<file path="config.mk">
export PLATFORM = sky130hd
export DESIGN_NAME = ps2_scancode_decoder
export DESIGN_NICKNAME = d
export VERILOG_FILES = /design/src/rtl/ps2_pkg.sv /design/src/rtl/ps2_sync_edge.sv /design/src/rtl/ps2_scancode_decoder.sv
export SDC_FILE = /design/constraint.sdc
export NUM_CORES = 1
export LEC_CHECK = 0
export BUFFER_PORTS_ARGS = -buffer_cell sky130_fd_sc_hd__buf_2
export CAP_MARGIN = 20
export CORE_UTILIZATION = 30
export DETAILED_ROUTE_END_ITERATION = 6
export SKIP_LAST_GASP = 1
export SYNTH_ARGS = -nofsm -noshare
export SYNTH_HDL_FRONTEND = slang
export SYNTH_SLANG_ARGS = --single-unit
</file>
<file path="constraint.sdc">
create_clock -name clk -period 6.25 [get_ports clk]
set_clock_uncertainty 0.15 [all_clocks]
set_input_delay 0.9375 -clock clk [delete_from_list [all_inputs] [get_ports clk]]
set_output_delay 0.9375 -clock clk [all_outputs]
set_load 0.02 [all_outputs]
</file>
<file path="src/rtl/ps2_pkg.sv">
// Shared definitions for the PS/2 Set-2 scancode decoder: FSM states,
// prefix/control byte values, modifier scancodes and byte classifiers.
package ps2_pkg;

    typedef enum logic [2:0] {
        ST_IDLE    = 3'd0,
        ST_EXT     = 3'd1,
        ST_BRK     = 3'd2,
        ST_EXT_BRK = 3'd3,
        ST_PAUSE   = 3'd4
    } ps2_state_e;

    localparam logic [7:0] PFX_E0 = 8'hE0;
    localparam logic [7:0] PFX_F0 = 8'hF0;
    localparam logic [7:0] PFX_E1 = 8'hE1;

    localparam logic [7:0] CTL_AA = 8'hAA;
    localparam logic [7:0] CTL_FA = 8'hFA;
    localparam logic [7:0] CTL_EE = 8'hEE;
    localparam logic [7:0] CTL_FE = 8'hFE;
    localparam logic [7:0] CTL_00 = 8'h00;
    localparam logic [7:0] CTL_FF = 8'hFF;

    localparam logic [7:0] SC_LSHIFT = 8'h12;
    localparam logic [7:0] SC_RSHIFT = 8'h59;
    localparam logic [7:0] SC_CTRL   = 8'h14;
    localparam logic [7:0] SC_ALT    = 8'h11;

    // Bit positions in the held-modifier flag vector (left/right tracked apart).
    localparam int FL_LSHIFT = 0;
    localparam int FL_RSHIFT = 1;
    localparam int FL_LCTRL  = 2;
    localparam int FL_RCTRL  = 3;
    localparam int FL_LALT   = 4;
    localparam int FL_RALT   = 5;
    localparam int FL_W      = 6;

    function automatic logic is_ctrl_byte(input logic [7:0] b);
        case (b)
            CTL_AA, CTL_FA, CTL_EE, CTL_FE, CTL_00, CTL_FF: return 1'b1;
            default:                                        return 1'b0;
        endcase
    endfunction

    function automatic logic is_brk_prefix(input logic [7:0] b);
        return (b == PFX_E0) || (b == PFX_F0);
    endfunction

endpackage

</file>
<file path="src/rtl/ps2_sync_edge.sv">
// Two-flop synchronizer for an asynchronous level, plus a one-cycle
// rising-edge indication taken on the synchronized side.
module ps2_sync_edge (
    input  logic clk,
    input  logic rst,
    input  logic din,
    output logic rise
);

    logic meta_r;
    logic sync_r;
    logic prev_r;

    // Synchronizer chain and delayed copy for edge detection.
    always_ff @(posedge clk) begin
        if (rst) begin
            meta_r <= 1'b0;
            sync_r <= 1'b0;
            prev_r <= 1'b0;
        end else begin
            meta_r <= din;
            sync_r <= meta_r;
            prev_r <= sync_r;
        end
    end

    assign rise = sync_r & ~prev_r;

endmodule

</file>
<file path="src/rtl/ps2_scancode_decoder.sv">
// Turns the PS/2 receiver's byte stream into single make/break key events,
// device control strobes and error strobes, and tracks held modifiers.
module ps2_scancode_decoder
    import ps2_pkg::*;
#(
    parameter int TIMEOUT   = 1_000_000,
    parameter int PAUSE_LEN = 7
) (
    input  logic       clk,
    input  logic       rst,
    input  logic [7:0] rx_data,
    input  logic       rx_ready,
    input  logic       rx_error,
    output logic       key_valid,
    output logic [7:0] key_code,
    output logic       key_ext,
    output logic       key_release,
    output logic       ctrl_valid,
    output logic [7:0] ctrl_code,
    output logic       err_pulse,
    output logic       mod_shift,
    output logic       mod_ctrl,
    output logic       mod_alt
);

    localparam int TW = $clog2(TIMEOUT + 1);
    localparam int PW = $clog2(PAUSE_LEN + 1);
    localparam logic [TW-1:0] TMO_LAST = TW'(TIMEOUT - 1);

    ps2_state_e        state_r, state_n;
    logic [PW-1:0]     pause_r, pause_n;
    logic [TW-1:0]     tmo_r;
    logic [FL_W-1:0]   flags_r, flags_n;
    logic              err_meta_r, err_sync_r;
    logic              accept_s, tmo_fire_s;
    logic              emit_s, ev_ext_s, ev_rel_s;
    logic [7:0]        ev_code_s;
    logic              key_valid_r, key_ext_r, key_release_r, ctrl_valid_r, err_pulse_r;
    logic [7:0]        key_code_r, ctrl_code_r;
    logic              mod_shift_r, mod_ctrl_r, mod_alt_r;
    logic              kv_n, ext_n, rel_n, cv_n, err_n;
    logic [7:0]        code_n, ccode_n;

    ps2_sync_edge u_ready_sync (
        .clk  (clk),
        .rst  (rst),
        .din  (rx_ready),
        .rise (accept_s)
    );

    // rx_error only needs to be level-synchronized alongside rx_ready.
    always_ff @(posedge clk) begin
        if (rst) begin
            err_meta_r <= 1'b0;
            err_sync_r <= 1'b0;
        end else begin
            err_meta_r <= rx_error;
            err_sync_r <= err_meta_r;
        end
    end

    // Next-state, event and modifier decode for the accepted byte or timeout.
    always_comb begin
        state_n    = state_r;
        pause_n    = pause_r;
        flags_n    = flags_r;
        kv_n       = 1'b0;
        cv_n       = 1'b0;
        err_n      = 1'b0;
        code_n     = key_code_r;
        ext_n      = key_ext_r;
        rel_n      = key_release_r;
        ccode_n    = ctrl_code_r;
        emit_s     = 1'b0;
        ev_code_s  = rx_data;
        ev_ext_s   = 1'b0;
        ev_rel_s   = 1'b0;
        tmo_fire_s = 1'b0;
        if (accept_s && err_sync_r) begin
            err_n   = 1'b1;
            state_n = ST_IDLE;
        end else if (accept_s) begin
            case (state_r)
                ST_IDLE: begin
                    if (rx_data == PFX_E0) begin
                        state_n = ST_EXT;
                    end else if (rx_data == PFX_F0) begin
                        state_n = ST_BRK;
                    end else if (rx_data == PFX_E1) begin
                        state_n = ST_PAUSE;
                        pause_n = PW'(PAUSE_LEN);
                    end else if (is_ctrl_byte(rx_data)) begin
                        cv_n    = 1'b1;
                        ccode_n = rx_data;
                        flags_n = (rx_data == CTL_AA) ? '0 : flags_r;
                    end else begin
                        emit_s = 1'b1;
                    end
                end
                ST_EXT: begin
                    if (rx_data == PFX_F0) begin
                        state_n = ST_EXT_BRK;
                    end else if (rx_data == PFX_E0) begin
                        state_n = ST_EXT;
                    end else begin
                        emit_s   = 1'b1;
                        ev_ext_s = 1'b1;
                        state_n  = ST_IDLE;
                    end
                end
                ST_BRK, ST_EXT_BRK: begin
                    state_n = ST_IDLE;
                    if (is_brk_prefix(rx_data)) begin
                        err_n = 1'b1;
                    end else begin
                        emit_s   = 1'b1;
                        ev_ext_s = (state_r == ST_EXT_BRK);
                        ev_rel_s = 1'b1;
                    end
                end
                ST_PAUSE: begin
                    pause_n = pause_r - PW'(1);
                    if (pause_r <= PW'(1)) begin
                        emit_s    = 1'b1;
                        ev_code_s = PFX_E1;
                        state_n   = ST_IDLE;
                    end else begin
                        state_n = ST_PAUSE;
                    end
                end
                default: state_n = ST_IDLE;
            endcase
        end else if ((state_r != ST_IDLE) && (tmo_r == TMO_LAST)) begin
            tmo_fire_s = 1'b1;
            err_n      = 1'b1;
            state_n    = ST_IDLE;
        end else begin
            state_n = state_r;
        end
        if (emit_s) begin
            kv_n   = 1'b1;
            code_n = ev_code_s;
            ext_n  = ev_ext_s;
            rel_n  = ev_rel_s;
            flags_n[FL_LSHIFT] = (ev_code_s == SC_LSHIFT && !ev_ext_s) ? ~ev_rel_s : flags_r[FL_LSHIFT];
            flags_n[FL_RSHIFT] = (ev_code_s == SC_RSHIFT && !ev_ext_s) ? ~ev_rel_s : flags_r[FL_RSHIFT];
            flags_n[FL_LCTRL]  = (ev_code_s == SC_CTRL && !ev_ext_s)   ? ~ev_rel_s : flags_r[FL_LCTRL];
            flags_n[FL_RCTRL]  = (ev_code_s == SC_CTRL && ev_ext_s)    ? ~ev_rel_s : flags_r[FL_RCTRL];
            flags_n[FL_LALT]   = (ev_code_s == SC_ALT && !ev_ext_s)    ? ~ev_rel_s : flags_r[FL_LALT];
            flags_n[FL_RALT]   = (ev_code_s == SC_ALT && ev_ext_s)     ? ~ev_rel_s : flags_r[FL_RALT];
        end else begin
            kv_n = 1'b0;
        end
    end

    // State, pause count, flags and all registered outputs.
    always_ff @(posedge clk) begin
        if (rst) begin
            state_r       <= ST_IDLE;
            pause_r       <= '0;
            flags_r       <= '0;
            key_valid_r   <= 1'b0;
            key_code_r    <= 8'h00;
            key_ext_r     <= 1'b0;
            key_release_r <= 1'b0;
            ctrl_valid_r  <= 1'b0;
            ctrl_code_r   <= 8'h00;
            err_pulse_r   <= 1'b0;
            mod_shift_r   <= 1'b0;
            mod_ctrl_r    <= 1'b0;
            mod_alt_r     <= 1'b0;
        end else begin
            state_r       <= state_n;
            pause_r       <= pause_n;
            flags_r       <= flags_n;
            key_valid_r   <= kv_n;
            key_code_r    <= code_n;
            key_ext_r     <= ext_n;
            key_release_r <= rel_n;
            ctrl_valid_r  <= cv_n;
            ctrl_code_r   <= ccode_n;
            err_pulse_r   <= err_n;
            mod_shift_r   <= flags_n[FL_LSHIFT] | flags_n[FL_RSHIFT];
            mod_ctrl_r    <= flags_n[FL_LCTRL] | flags_n[FL_RCTRL];
            mod_alt_r     <= flags_n[FL_LALT] | flags_n[FL_RALT];
        end
    end

    // Prefix timeout: counts only while waiting mid-sequence, restarts per byte.
    always_ff @(posedge clk) begin
        if (rst) begin
            tmo_r <= '0;
        end else if (accept_s || (state_r == ST_IDLE) || tmo_fire_s) begin
            tmo_r <= '0;
        end else begin
            tmo_r <= tmo_r + TW'(1);
        end
    end

    assign key_valid   = key_valid_r;
    assign key_code    = key_code_r;
    assign key_ext     = key_ext_r;
    assign key_release = key_release_r;
    assign ctrl_valid  = ctrl_valid_r;
    assign ctrl_code   = ctrl_code_r;
    assign err_pulse   = err_pulse_r;
    assign mod_shift   = mod_shift_r;
    assign mod_ctrl    = mod_ctrl_r;
    assign mod_alt     = mod_alt_r;

endmodule

</file>
# Yosys cells after proc, flatten, opt, wreduce, memory -nomap -nowiden
# Cells that the tools add are included.
# op_classes
reduce_logical	25
n_div	0
n_bitwise	12
order_cmp	1
add_sub_neg	2
n_mul	0
shift	0
n_mux	66
n_eq_ne	21
# op_table
cell	count
$eq A8 B8 Y1 const B	8
$mux W6	9
$mux W1	39
$mux W8	4
$mux W3	9
$eq A8 B5 Y1 const B	3
$add A20 B1 Y20 const B	1
$eq A20 B20 Y1 const B	1
$pmux W3 S3	1
$eq A8 B7 Y1 const B	1
$logic_and A1 B1 Y1	8
$logic_not A8 Y1	1
$not A1 Y1	8
$reduce_and A7 Y1	1
$reduce_or A7 Y1	1
$eq A3 B2 Y1 const B	2
$ne A2 B2 Y1 const B	3
$pmux W3 S2	1
$reduce_and A6 Y1	1
$reduce_or A2 Y1	3
$reduce_or A6 Y1	1
$ne A5 B5 Y1 const B	1
$pmux W1 S4	1
$reduce_bool A2 Y1	2
other kinds (13)	17
# word_totals
mem_bits_ro	0
regBits	61
mem_count	0
out_inout_bits	24
ramBits	0
latchBits	0

# Longest topological paths before layout
# depth
ltp_word	18
mapped_depth	10
depth_no_buf	9

# Modules after synthesis
# Synthesis repeated with hierarchy kept, for this count alone.
# hier_totals
cells_unflattened	322
area_unflattened_um2	2834.0
# modules_own_cells
module	n_inst	area_each_um2	cells_each
ps2_scancode_decoder	1	2746.4	315
ps2_sync_edge	1	87.6	7

# Worst setup path after synthesis
# OpenSTA, ideal clock, no wires.
# synth_timing
kind	input -> register
startpoint	in rx_data[2]
endpoint	reg mod_shift_r (netlist: mod_shift)
arrival_time_ps	2576
cell_stages	8
required_time_ps	6042
slack_ps	3465
path_buffers	1
cell_sequence	buf_2 nor3_4 a21oi_1 and3_2 nor3_2 a21oi_2 a2111oi_4 a211o_1
# synth_between
elab_chain_len	18
# synth_lines
element	line	text
start: declaration	ps2_scancode_decoder.sv:11	input logic [7:0] rx_data,
$eq A8 B8 Y1, or another cell as far along	ps2_pkg.sv:39, ps2_scancode_decoder.sv:95	
$reduce_or A6 Y1	ps2_pkg.sv:39	case (b)
$mux W1	ps2_pkg.sv:39	
$mux W1	ps2_scancode_decoder.sv:89	end else if (rx_data == PFX_E1) begin
$mux W1	ps2_scancode_decoder.sv:87	end else if (rx_data == PFX_F0) begin
$mux W1	ps2_scancode_decoder.sv:85	if (rx_data == PFX_E0) begin
$mux W1	ps2_scancode_decoder.sv:83	case (state_r)
$mux W1	ps2_scancode_decoder.sv:82	end else if (accept_s) begin
[2 not listed]	-	
$mux W1 / $mux W6 (equally long branches)	ps2_scancode_decoder.sv:89	
$mux W1 / $mux W6 (equally long branches)	ps2_scancode_decoder.sv:87	
$mux W1 / $mux W6 (equally long branches)	ps2_scancode_decoder.sv:85	
$pmux W1 S4 / $mux W6 (equally long branches)	ps2_scancode_decoder.sv:83	
$mux W1 / $mux W6 (equally long branches)	ps2_scancode_decoder.sv:82	
$mux W1 / $mux W6 (equally long branches)	ps2_scancode_decoder.sv:79	if (accept_s && err_sync_r) begin
$mux W6 *	ps2_scancode_decoder.sv:140	if (emit_s) begin
$or A1 B1 Y1 *	ps2_scancode_decoder.sv:183	mod_shift_r <= flags_n[FL_LSHIFT] | flags_n[FL_RSHIFT];
end signal: assignment	ps2_scancode_decoder.sv:183	
end: declaration	ps2_scancode_decoder.sv:40	logic mod_shift_r, mod_ctrl_r, mod_alt_r;
# Mark *: on every way between the ends. The rest lies on a longest branch, timed or not. The select of a mux whose other input is x is not followed.
# A chain may end at the register's enable or synchronous reset.

# Worst setup path in the final report
# Same ends and word-level chain as after synthesis.

==> run metrics <==
Via density=approximately 5.0; Detailed Route WL=around 5.9 mm; design area=between 0.003 and 0.004 mm^2; top cell type by total area after synthesis=dfxtp_1; vias in the first global route=around 2200; most common cell after layout, fill and taps aside=dfxtp_1; first-pass GRT wire length=roughly 10 mm; Final Cycle Share=47.7%; core area=a little under 0.009 mm^2; Synth top area share=44.0%; Root Buffer=clkbuf_8; Mean Syn Cell Area=about 8.4 um^2; drt pass-1 iters=7; Buffers on Ports=35; H-tree depth=3; Crit path max-delay family=simple AND/OR/NAND/NOR gates; initial antenna violation count=0; Max Cap Violations=0; Post-Route Setup TNS=0 ps; final core occ=between 30% and 40%; Worst VDD drop=between 0.1 and 0.15 mV; ranking of synthesized cells by area=dfxtp_1 44%, nor2_1 7.0%, nand3_1 5.0%, a21oi_1 4.1%, nand2_1 3.5%; worst-path cell chain=buf_2 -> nor3_4 -> a41oi_1 -> o211ai_1 -> and2_0 -> o41ai_1 -> a211o_1; post-DR wirelength/cell=around 12 um; row cnt=34; synthesized flop and latch total=between 60 and 70; Post-synth EDFFs=0; Post-DRT Antenna Nets=0; Slew HR=about 41%; GRT Total Usage=between 10 and 15%; die width=98.2 um; placed instance area=0.00302 mm^2; slowest library cell on the worst path=and2_0; asr flop ratio synth=0%; DRC viols=0; storage element area=around 0.0012 mm^2; area of the multi-input gates=roughly 0.0014 mm^2; Die H=between 90 and 100 um; worst-path maximum fanout=16; RSZ-0062 raised after global routing=no; share of post-route cells with drive strength above 1=between 10% and 20%; initial core utilization=a little under a third; Hold Slack=~290 ps; Nets=376; Crit Path Category=in -> reg; Clock transition at path regs=60 ps; outcome=complete, no violations; mapped cell area=~0.0028 mm^2; commonest cells after routing, fill and taps aside=61 x dfxtp_1, 52 x nor2_1, 35 x buf_2; IO Count=36; crit end category=flip-flop; CTS resizes=0; synth unique cells=53; critical path required time=about 6300 ps; Overflow after GRT=0; Die ar.=0.00964 mm^2; PwrDens=between 200 and 250 mW/mm^2; Iter 0 DRT Violations=73; Syn Nets=345; register area share after synthesis=between 40 and 50%; CTS tree=yes; Final Critical Period=2980 ps; largest net degree at the start of global routing=37; endpoints failing setup=0; worst slack at placement=2950 ps; f_max=~340 MHz; antenna fix cells=0; actual slew at the worst max-slew pin=approximately 890 ps; Main synth FF type=dfxtp_1; Post-CTS Setup Inserts=0; Placer Congestion=0.849; hold_buf cts=0; max incr delay on CP=around 740 ps; Via Count=2367; Static Leak=approximately 1.2 nW; HPWL Detailed=~4.2 mm; Clock Latency Late Sink=around 330 ps; WP data arrival=3050 ps; nature of the critical path startpoint=input port; final hold vios=0; Slew Limit Fails=0; Mapped Cells=330; area grow syn2layout=15.1%; worst min path class=reg -> reg; Final WS setup=between 3000 and 4000 ps; fill count=about 920; CTS Buf Count=9; Clock Path Buffers=2; worst path bufs/invs=1; Ys Warns=0; CTS Sinks=61
==> path summary, 6_finish.rpt <==
kind                       startpoint  slack, ps             endpoint  cells past startpoint
hold / removal    u_ready_sync.meta_r        290  u_ready_sync.sync_r                      1
hold reg to reg   u_ready_sync.meta_r        290  u_ready_sync.sync_r                      1
setup reg to reg           state_r[2]       3530            mod_shift                      6
setup / recovery           rx_data[2]       3270            mod_shift                      7
==> stage by stage <==
step                instances  total power [mW]
floorplan                 330             0.435
global placement          458             0.448
detailed placement        458             0.449
CTS                       473             0.779
global route              473             0.798
finish                    473             0.763
==> metal layers <==
metal | track usage [%] | vias up | wire, um
li1 | - | 1218 | -
met1 | 16.4 | 1093 | 2860
met2 | 20.2 | 51 | 2740
met3 | 4.51 | 5 | 253
met4 | 3.56 | 0 | 34
met5 | 0 | - | 0
==> synthesized netlist by cell type, types with 4 or more instances <==
cell type,instances
nor3_1,15
nand2_1,26
nor4_1,4
nand4_1,9
xnor2_1,7
nand3_1,28
nor2b_1,11
dfxtp_1,61
nor2_1,52
buf_2,5
a21oi_1,23
inv_1,11
clkbuf_1,9
xor2_1,11
o211ai_1,5
==> layout make-up <==
cell class                 count  share of cell area, %
multi-input combinational    243                   45.1
timing repair buffer          35                   5.48
sequential                    61                   38.2
inverter                      11                   1.29
clock inverter                 5                   1.64
tap                          108                   4.23
clock buffer                  10                   3.99
==> flip-flops by register name, summed over array words and instances, names as in the netlist, 3 cells and up <==
name       cells
pause_r        3
tmo_r         20
key_code       8
ctrl_code      8
state_r        3
flags_r        6
==> where the power goes <==
| part | switching (mW) | leakage (nW) | internal (mW) |
|---|---|---|---|
| Clock | 0.144 | 0.0919 | 0.180 |
| Sequential | 0.00226 | 0.493 | 0.393 |
| Combinational | 0.0309 | 0.658 | 0.0135 |
| Total | 0.177 | 1.24 | 0.587 |
==> cell families (layout without fill, tap and decap cells) <==
kind of cell / Yosys count / in the layout / share of synthesized area (%)
compound gates: 51 / 51 / 13.0
xor+xnor: 18 / 18 / 5.68
fa+ha+maj: 3 / 3 / 1.35
buf+inv: 26 / 61 / 4.01
flops: 61 / 61 / 44.0
mux: 3 / 3 / 1.13
simple gates: 168 / 168 / 30.8
(Power assumes the default switching activity.)
